<file path="src/rtl/round_robin_arbiter_4.sv">
// Four-way round-robin arbiter with a registered one-hot grant and a bounded hold time.
// A holder that keeps requesting is forced off after MAX_HOLD cycles, and timeout pulses once.
module round_robin_arbiter_4 #(
  parameter int MAX_HOLD = 8
) (
  input  logic       clk,
  input  logic       rst,
  input  logic [3:0] req,
  output logic [3:0] gnt,
  output logic [1:0] gnt_id,
  output logic       none,
  output logic       timeout
);

  localparam int CW = $clog2(MAX_HOLD + 1);
  localparam logic [CW-1:0] HOLD_MAX = CW'(MAX_HOLD);

  localparam logic [0:0] S_IDLE  = 1'b0;
  localparam logic [0:0] S_GRANT = 1'b1;

  logic [0:0]    state_q,   state_d;
  logic [1:0]    ptr_q,     ptr_d;
  logic [CW-1:0] cnt_q,     cnt_d;
  logic [3:0]    gnt_q,     gnt_d;
  logic [1:0]    gnt_id_q,  gnt_id_d;
  logic          none_q,    none_d;
  logic          timeout_q, timeout_d;

  // Requests rotated so that bit 0 is the requester the pointer currently favours.
  logic [3:0] req_rot;
  logic [1:0] win_off;
  logic [1:0] win_id;

  for (genvar gi = 0; gi < 4; gi++) begin : g_rot
    assign req_rot[gi] = req[ptr_q + 2'(gi)];
  end

  always_comb begin
    win_off = 2'd0;
    for (int k = 3; k >= 0; k--) begin
      if (req_rot[k]) win_off = 2'(k);
    end
  end

  assign win_id = ptr_q + win_off;

  always_comb begin
    state_d   = state_q;
    ptr_d     = ptr_q;
    cnt_d     = cnt_q;
    gnt_d     = gnt_q;
    gnt_id_d  = gnt_id_q;
    none_d    = none_q;
    timeout_d = 1'b0;
    case (state_q)
      S_IDLE: begin
        if (req != 4'b0000) begin
          state_d  = S_GRANT;
          gnt_d    = 4'b0001 << win_id;
          gnt_id_d = win_id;
          none_d   = 1'b0;
          cnt_d    = CW'(1);
        end
      end
      S_GRANT: begin
        // A dropped request wins over an expired hold, so timeout only fires
        // when the holder is still asking for the resource.
        if (!req[gnt_id_q] || (cnt_q == HOLD_MAX)) begin
          state_d   = S_IDLE;
          gnt_d     = 4'b0000;
          gnt_id_d  = 2'd0;
          none_d    = 1'b1;
          cnt_d     = '0;
          ptr_d     = gnt_id_q + 2'd1;
          timeout_d = req[gnt_id_q];
        end else begin
          cnt_d = cnt_q + CW'(1);
        end
      end
      default: begin
        state_d  = S_IDLE;
        gnt_d    = 4'b0000;
        gnt_id_d = 2'd0;
        none_d   = 1'b1;
        cnt_d    = '0;
      end
    endcase
  end

  always_ff @(posedge clk) begin
    if (rst) begin
      state_q   <= S_IDLE;
      ptr_q     <= 2'd0;
      cnt_q     <= '0;
      gnt_q     <= 4'b0000;
      gnt_id_q  <= 2'd0;
      none_q    <= 1'b1;
      timeout_q <= 1'b0;
    end else begin
      state_q   <= state_d;
      ptr_q     <= ptr_d;
      cnt_q     <= cnt_d;
      gnt_q     <= gnt_d;
      gnt_id_q  <= gnt_id_d;
      none_q    <= none_d;
      timeout_q <= timeout_d;
    end
  end

  assign gnt     = gnt_q;
  assign gnt_id  = gnt_id_q;
  assign none    = none_q;
  assign timeout = timeout_q;

endmodule

</file>
<file path="config.mk">
export PLATFORM = sky130hd
export DESIGN_NAME = round_robin_arbiter_4
export DESIGN_NICKNAME = d
export VERILOG_FILES = /design/src/rtl/round_robin_arbiter_4.sv
export SDC_FILE = /design/constraint.sdc
export NUM_CORES = 1
export LEC_CHECK = 0
export ABC_CLOCK_PERIOD_IN_PS = 1900
export CAP_MARGIN = 20
export CORE_UTILIZATION = 40
export DETAILED_ROUTE_END_ITERATION = 10
export GPL_ROUTABILITY_DRIVEN = 0
export PLACE_DENSITY = 0.68
export SLEW_MARGIN = 20
export SYNTH_ARGS = -nofsm -noshare
export SYNTH_HDL_FRONTEND = slang
export SYNTH_SLANG_ARGS = --single-unit
</file>
<file path="constraint.sdc">
create_clock -name clk -period 1.9 [get_ports clk]
set_input_delay 0.19 -clock clk [delete_from_list [all_inputs] [get_ports clk]]
set_output_delay 0.19 -clock clk [all_outputs]
set_load 0.02 [all_outputs]
</file>
---- Word level (Yosys, flattened, before mapping) ----
Index checks and enable logic that the tools add are counted.
storage, ports and cells
  bits in registers ....................... 15
  word-level logic and storage cells ...... 59
  input bits .............................. 6
operators by class
  bitwise operators ....................... 2
  mux-type cells .......................... 29
  order comparisons ....................... 5
  $add $sub $neg .......................... 6
  reductions and logical operators ........ 6
  shift-type cells ........................ 1
  eq/ne operators ......................... 3
operators with widths
  cell                   number
  $mux W4                4
  $pmux W4 S2            2
  $lt A2 B3 Y1 const B   5
  $mux W2                6
  $bmux W1 S2            5
  $mux W1                9
  $add A2 B1 Y2 const B  2
  $add A2 B2 Y2 const B  2
  $add A4 B1 Y4 const B  1
  $eq A4 B4 Y1 const B   1
  $pmux W1 S2            2
  $pmux W2 S2            1
  $reduce_and A2 Y1      2
  $reduce_bool A4 Y1     1
  $shl A1 B2 Y4 const A  1
  $reduce_or A3 Y1       1
  $add A2 B2 Y2          1
  $ne A2 B1 Y1 const B   1
  $ne A2 B2 Y1 const B   1
  $not A1 Y1             2
  $logic_not A1 Y1       1
  $logic_or A1 B1 Y1     1

---- Depth between registers and ports, before layout ----
Gate-level depths: netlist of the first run.
  depth in word-level cells ............... 11
  depth in mapped cells ................... 8

---- Least setup slack after synthesis of the first run ----
No wires, ideal clock.
  path kind ............................... reg-to-reg
  start ................................... register ptr_q[0]
  end ..................................... register gnt_q[0] (netlist: gnt[0])
  path slack .............................. 35 ps
  period minus slack after synthesis ...... 1865 ps
  data required time ...................... 1783 ps
  arrival ................................. 1747 ps
  setup time .............................. 117 ps
  buffers on the path ..................... 1
  stages on the path, launching flop included .. 8
  cells stage by stage .................... dfxtp_1 > buf_2 > or4_1 > o211ai_1 > ha_1 > xnor2_1 > xnor2_2 > a32o_1
on the way
  word-level cells in the longest chain between the ends .. 11
  elaborated cells on any way between the ends .. 19
  classes of those cells .................. add/sub (4); shift (1); mux (14)
ends and longest elaborated chain
  element                        line  text
  from (decl)                    22    logic [1:0] ptr_q, ptr_d;
  from (signal assigned)         101   ptr_q <= ptr_d;
  $add A2 B2 Y2                  35    assign req_rot[gi] = req[ptr_q + 2'(gi)];
  $bmux W1 S2                    35
  $mux W1 (not written as such)  35
  $mux W2 (4 in a row)           41    if (req_rot[k]) win_off = 2'(k);
  $add A2 B2 Y2 (*)              45    assign win_id = ptr_q + win_off;
  $shl A1 B2 Y4 (*)              59    gnt_d = 4'b0001 << win_id;
  $mux W4 (*)                    57    if (req != 4'b0000) begin
  $pmux W4 S2 (*)                55    case (state_q)
  to (signal assigned)           103   gnt_q <= gnt_d;
  to (decl)                      24    logic [3:0] gnt_q, gnt_d;
Mark *: on every way between the ends. The rest lies on a longest branch, timed or not. The select of a mux whose other input is x is not followed.
A chain may end at the register's enable or synchronous reset.

---- Worst setup path after layout of the first run ----
Same ends and word-level chain as after synthesis.

==> results of run 1 <==
-- metal layers --
layer  vias up  track usage (%)
li1        388                -
met1       363            23.29
met2        24            25.75
met3         2            7.170
met4         0            1.714
met5         -                0
-- how the worst max path moves through the flow --
stage | start | to | slack (ns) | cells past startpoint
6_report | ptr_q[0] | gnt[0] | 0.14 | 6
5_1_grt | ptr_q[0] | gnt[1] | 0.03 | 6
4_1_cts | req[0] | gnt[0] | 0.02 | 7
2_1_floorplan | ptr_q[0] | gnt[0] | 0.04 | 7
3_5_place_dp | req[0] | gnt[0] | -0.31 | 7
3_3_place_gp | req[0] | gnt[1] | -0.26 | 7
-- final cells by class --
type / instances / share of cell area [%]
Multi-Input combinational cell: 66 / 43.32
Sequential cell: 15 / 27.06
Timing Repair Buffer: 28 / 22.27
Clock buffer: 3 / 2.004
Tap cell: 27 / 3.007
Inverter: 5 / 1.670
Clock inverter: 1 / 0.6682
-- logic make-up after synthesis --
family / Yosys count
simple gates: 36
compound gates: 21
flops: 15
buf+inv: 9
xor+xnor: 4
fa+ha+maj: 3
mux: 2
-- stage by stage --
stage | instance area (µm²) | setup TNS (ns) | hold WS [ns]
after floorplan | 827.0 | 0 | 0.3650
after global placement | 1057 | -1.631 | 0.4495
after detailed placement | 1057 | -2.077 | 0.4448
after CTS | 1089 | 0 | 0.4737
after global routing | 1124 | 0 | 0.4960
final | 1124 | 0 | 0.4651
-- worst max-delay path, cell delays in order (launching register included) --
cell,delay [ns]
dfxtp_4,0.38
o311a_1,0.35
o211ai_1,0.18
ha_2,0.23
xnor2_2,0.10
xnor2_2,0.27
a32o_1,0.20
-- power groups by stage --
stage	logic [mW]	clock network [mW]	registers (mW)
4_1_cts	0.322	0.197	0.390
2_1_floorplan	0.176	0	0.416
6_report	0.339	0.192	0.387
3_3_place_gp	0.315	0	0.393
3_5_place_dp	0.320	0	0.395
5_1_grt	0.367	0.210	0.394
-- timing repair --
action / in CTS / in global routing
setup buffers: 0 / 2
pin swaps: 0 / 7
resized for setup: 1 / 7
setup endpoints to repair: 2 / 4
hold endpoints to repair: 0 / 0
-- flip-flops by register name, indices dropped and copies added, names as in the netlist --
register,flops
none,1
gnt_id,2
ptr_q,2
cnt_q,4
timeout,1
gnt,4
state_q,1
-- Yosys cell counts, types with 2 or more instances --
cell      count  share of area, %
dfxtp_1      15                36
nor2_1       10               4.5
nand2_1       7               3.2
inv_1         5               2.3
a21oi_1       3               1.8
ha_1          3               4.5
nand2b_1      3               2.3
xnor2_1       3               3.2
a211oi_1      2               1.8
a311oi_1      2               2.1
a32o_1        2               2.4
and2_1        2               1.5
buf_6         2               2.7
nand3b_1      2               1.8
nor3_1        2               1.2
o211ai_1      2               1.8
o21ai_1       2               1.2
o32ai_1       2               2.1
==> flow_summary.ini, run 1 <==
[clocking]
cts_max_path_buffers = 2
ctsRootBufferMaster = clkbuf_4
clk_pin_slew_worst_paths_ns = 0.10
cts_inserted_buffers = 3
cts_sinks = 15
htree_levels = 1
cts_tree = done
hold_buffers = 0
clkLatencyLatePin_ns = 0.29

[placed_design]
dpl.hpwl_um = 1261
place_ws_ns = -0.3094
dp.cells = 139
io_buffers = 13

[detailed_routing]
drt-wirelength-per-cell_um = 12.30
route.detailed.drc = 0
top_layer = met4
post_drt_via_cell_ratio = 5.359
drtPass1Iterations = 4
wl_met2_um = 838
wl_met1_um = 828
wirelength_um = 1784
drt_iter0_markers = 27
wl_met3_um = 107
vias = 777
final_antenna_net_count = 0

[min_path]
hp-start = gnt[3]
hold_path.class = reg2reg
whs_path_depth = 2
hold_path_end = gnt[3]

[floorplan]
die_area_um2 = 2253
fp-row-count = 16
ios = 14
coreArea_um2 = 1962
initial_core_util_pct = 42.16
dieWidth_um = 47.47
chipHeight_um = 47.47

[grt]
grt_pass1_wl_um = 2656
grt_pass1_vias = 606
grtUsageTotal_pct = 16.93
overflow = 0
antenna_found_initial = 0
grt_max_degree = 11

[cells_and_area]
multi_input_area_um2 = 486.7
area.sequential_um2 = 304.0
final_core_util_pct = 57.27
nFillCells = 191
layout.nets = 128
diodes = 0
final_cells = 145
final_cell_mix = dfxtp_1, buf_4, nor2_1
final_layout_size_suffix_gt1_share_pct = 24.58
syn_to_final_growth_pct = 35.86

[worst_setup_path]
crit_fanout = 6
r2r_setup_slack_ns = 0.14
start_kind = flop
arrival_ns = 2.00
rr_startpoint = ptr_q[0]
path_class = reg2reg
required_ns = 2.14
r2r_end = gnt[0]
rr_worst_depth = 6
endpoint_kind = flop

[synth]
ys.warnings.count = 0
synth.area.mux_share_pct = 3.933
synth_edf_count = 0
synth_top_family_by_area = simple AND/OR/NAND/NOR gates
async_flop_share_pct = 0
synth_xor_area_share_pct = 5.144
yosys.cell_types.count = 39
synth-seq-cells = 15
synth_fp_nets = 99
ys_seq_area_share_pct = 36.31
synth_ff_type = dfxtp_1
synth_fa_ha_area_share_pct = 4.539
syn_inst = 90
netlist_area_um2 = 827.0
synth.avg_cell_area_um2 = 9.189
synth-simple-area-share_pct = 23.60
synth_compound_area_share_pct = 20.42

[sta]
max_freq_ghz = 0.5688
hold_violations = 0
post-route-period-util_pct = 92.53
relSlewSlack_pct = 76.16
rsz0062_at_grt = false
period_needed_ns = 1.758
fin_skew_ns = 0.001504
tightest_slew_ns = 0.3557
finalWorstSetupSlack_ns = 0.1420
drv_slew = 0
setup_viol = 0

[pwr]
p_switching_mw = 0.3107
p_clk_share_pct = 20.9
power_switching_share_pct = 33.84
pwr-share-seq_pct = 42.2
leakagePower_nw = 0.4585
ir_worst_vdd_uv = 685.5
combPwrFrac_pct = 36.9
power_density_nw_per_um2 = 817.0
finalPower_mw = 0.9180
internal_power_mw = 0.6073

[run_status]
outcome = finished, final reports clean

[job]
maxCapViolCount = 0
(Power assumes the default switching activity.)
==> run 2, diff against run 1 <==
- ABC_AREA: unset -> 1
- HOLD_SLACK_MARGIN: unset -> 0.12
- PLACE_DENSITY: 0.68 -> 0.67
- SLEW_MARGIN: 20 -> unset
==> run 2 against run 1 <==
Effect of this change:
- sequential share of layout area shrank 1.7 points
- critical path type unchanged
- largest power group is now combinational logic
- highest routed layer unchanged
- clock skew grew 0.0070 ns
- synthesized cell count grew 54%
- clock power shrank 5%
- register-to-register slack lost 0.095 ns
- non-clock buffer count shrank 6
==> flow_summary.ini, run 2 <==
[clocking]
cts_sinks = 15
clk_pin_slew_worst_paths_ns = 0.09
cts_tree = done
ctsRootBufferMaster = clkbuf_4
htree_levels = 1
cts_max_path_buffers = 2
cts_inserted_buffers = 3
clkLatencyLatePin_ns = 0.28

[cells_and_area]
final_common_cell = nand2_1
multi_input_area_um2 = 559.3
layout.nets = 173
final_cell_mix = nand2_1, inv_1, nand2_2, dfxtp_1
diodes = 0
final_layout_size_suffix_gt1_share_pct = 24.54
syn_to_final_growth_pct = 30.31
nFillCells = 230
final_core_util_pct = 55.00
area.sequential_um2 = 305.3

[detailed_routing]
drt-wirelength-per-cell_um = 10.95
route.detailed.drc = 0
post_drt_via_cell_ratio = 4.890
drt_iter0_markers = 14
final_antenna_net_count = 0
wirelength_um = 2092
vias = 934
drtPass1Iterations = 4

[pwr]
finalPower_mw = 1.289
power_density_nw_per_um2 = 1070
ir_worst_vdd_uv = 779.3
leakagePower_nw = 0.5673

[worst_setup_path]
rr_startpoint = ptr_q[0]
required_ns = 2.12
slowest_stage = dfxtp_4
cp_top_family = simple AND/OR/NAND/NOR gates
arrival_ns = 2.07
start_kind = flop
worstPathCellList = buf_6, nand2_1, nand2_2, nand2_2, nand2_2, a31oi_1, nor2_1, ha_2, xor2_2, inv_1, nand3_2, nand2_2, nand3_2, a21oi_2
r2r_end = gnt[2]
path_class = reg2reg
r2r_setup_slack_ns = 0.05
crit_fanout = 7
endpoint_kind = flop
crit_top_cell = nand2_2
crit_buf_inv = 2
max_stage_delay_ns = 0.38
rr_worst_depth = 14

[synth]
synth_top_area_cell = dfxtp_1
synthTopCellsByCount = nand2_1, inv_1, dfxtp_1
synth.most_common_cell = nand2_1
ys.warnings.count = 0
synth_ff_type = dfxtp_1
synth_edf_count = 0
netlist_area_um2 = 924.6
yosys.cell_types.count = 22
synth-seq-cells = 15
async_flop_share_pct = 0
synth.avg_cell_area_um2 = 6.652
synth_fp_nets = 148
syn_inst = 139
ys_seq_area_share_pct = 32.48
synth.area.top_cells = dfxtp_1, nand2_1, inv_1, nand2_2, nand3_1
synth_top_area_share_pct = 32.48

[job]
maxCapViolCount = 0

[grt]
grt_pass1_vias = 858
grt_max_degree = 11
grt_use_met3_pct = 0.9259
overflow = 0
use_met2_pct = 31.56
antenna_found_initial = 0
grtUsageTotal_pct = 18.01
top_usage_layer = met2
use_met1_pct = 23.41
grt_pass1_wl_um = 3567

[sta]
drv_slew = 0
period_needed_ns = 1.853
hold_violations = 0
tightest_slew_ns = 0.3106
relSlewSlack_pct = 79.23
rsz0062_at_grt = true
fin_skew_ns = 0.008458
finalWorstSetupSlack_ns = 0.04681
max_freq_ghz = 0.5396
setup_viol = 0
post-route-period-util_pct = 97.54

[run_status]
outcome = finished, final reports clean

[placed_design]
place_ws_ns = -0.2438
dpl.hpwl_um = 1560
io_buffers = 13

[min_path]
hold_path.class = in2reg
hold_path_end = timeout
whs_path_depth = 5
hp-start = req[3]

[floorplan]
chipHeight_um = 50.08
coreArea_um2 = 2191
initial_core_util_pct = 42.20
dieWidth_um = 50.08
fp-row-count = 17
die_area_um2 = 2508
ios = 14
==> run 2: cell types whose count changed after synthesis, sizes merged, moves of 3 or more <==
cell / previous run / this run
a21oi: 4 / 10
nand3: 1 / 13
nor2: 11 / 7
inv: 5 / 17
xnor2: 4 / 0
xor2: 0 / 4
nand2: 7 / 55
nand2b: 3 / 0
o21ai: 2 / 6
==> run 2: stage by stage <==
stage	cell area [µm²]	instances	TNS (ns)	hold slack (ns)
2_1_floorplan	924.6	139	0	0.3112
3_3_place_gp	1135	186	-0.8328	0.4588
3_5_place_dp	1135	186	-1.226	0.4604
4_1_cts	1176	190	0	0.4860
5_1_grt	1205	191	-0.3640	0.4423
6_report	1205	191	0	0.3993
==> run 2: routing by layer <==
metal | vias to the layer above | wire length [µm] | share of wire [%]
met4 | 0 | 31 | 1.5
li1 | 484 | - | -
met2 | 13 | 1058 | 51
met5 | - | 0 | 0
met1 | 431 | 963 | 46
met3 | 6 | 38 | 1.8
==> run 2: worst max-delay path by stage <==
stage,start,endpoint,cells after the start
6_report,ptr_q[0],gnt[2],14
5_1_grt,ptr_q[0],gnt[2],13
4_1_cts,ptr_q[0],gnt[1],12
3_5_place_dp,req[2],gnt_id[1],15
3_3_place_gp,req[3],gnt[3],15
2_1_floorplan,ptr_q[0],gnt_id[1],15
==> run 2: timing repair <==
action / 4_1_cts / 5_1_grt
pin swaps: 2 / 6
hold buffers: 0 / 0
endpoints found under the hold margin: 0 / 0
buffers inserted: 0 / 1
endpoints found under the setup margin: 5 / 6
resized for setup: 5 / 9
==> run 2: final cells by class <==
cell class | count | area share (%)
clock buffers | 4 | 2.181
flip-flops and latches | 15 | 25.34
repair buffers | 22 | 17.13
inverters | 18 | 6.023
well taps | 28 | 2.908
multi-input cells | 104 | 46.42
==> run 2: report_power, final <==
group / internal (mW) / leakage, nW / switching (mW) / total [mW]
clock: 0.0814 / 0.0150 / 0.101 / 0.182
combinational: 0.295 / 0.428 / 0.382 / 0.677
sequential: 0.374 / 0.124 / 0.0560 / 0.430
==> run 2: worst reg2reg max path, delay by kind of cell, from the launching register on <==
family,cells,cell delay [ns]
AOI/OAI and AO/OA,2,0.25
xor gates and xnor gates,1,0.15
adders and majority gates,1,0.19
buffers and inverters,2,0.20
DFF,1,0.38
and+or+nand+nor,8,0.64
==> run 2: cell families after synthesis <==
kind of cell	Yosys count	synth area share, %
AO/OA/AOI/OAI	17	10.55
XOR/XNOR	4	3.789
adder cells (fa/ha/maj)	3	4.060
buffers and inverters	20	9.472
flip-flops	15	32.48
AND/OR/NAND/NOR	80	39.65
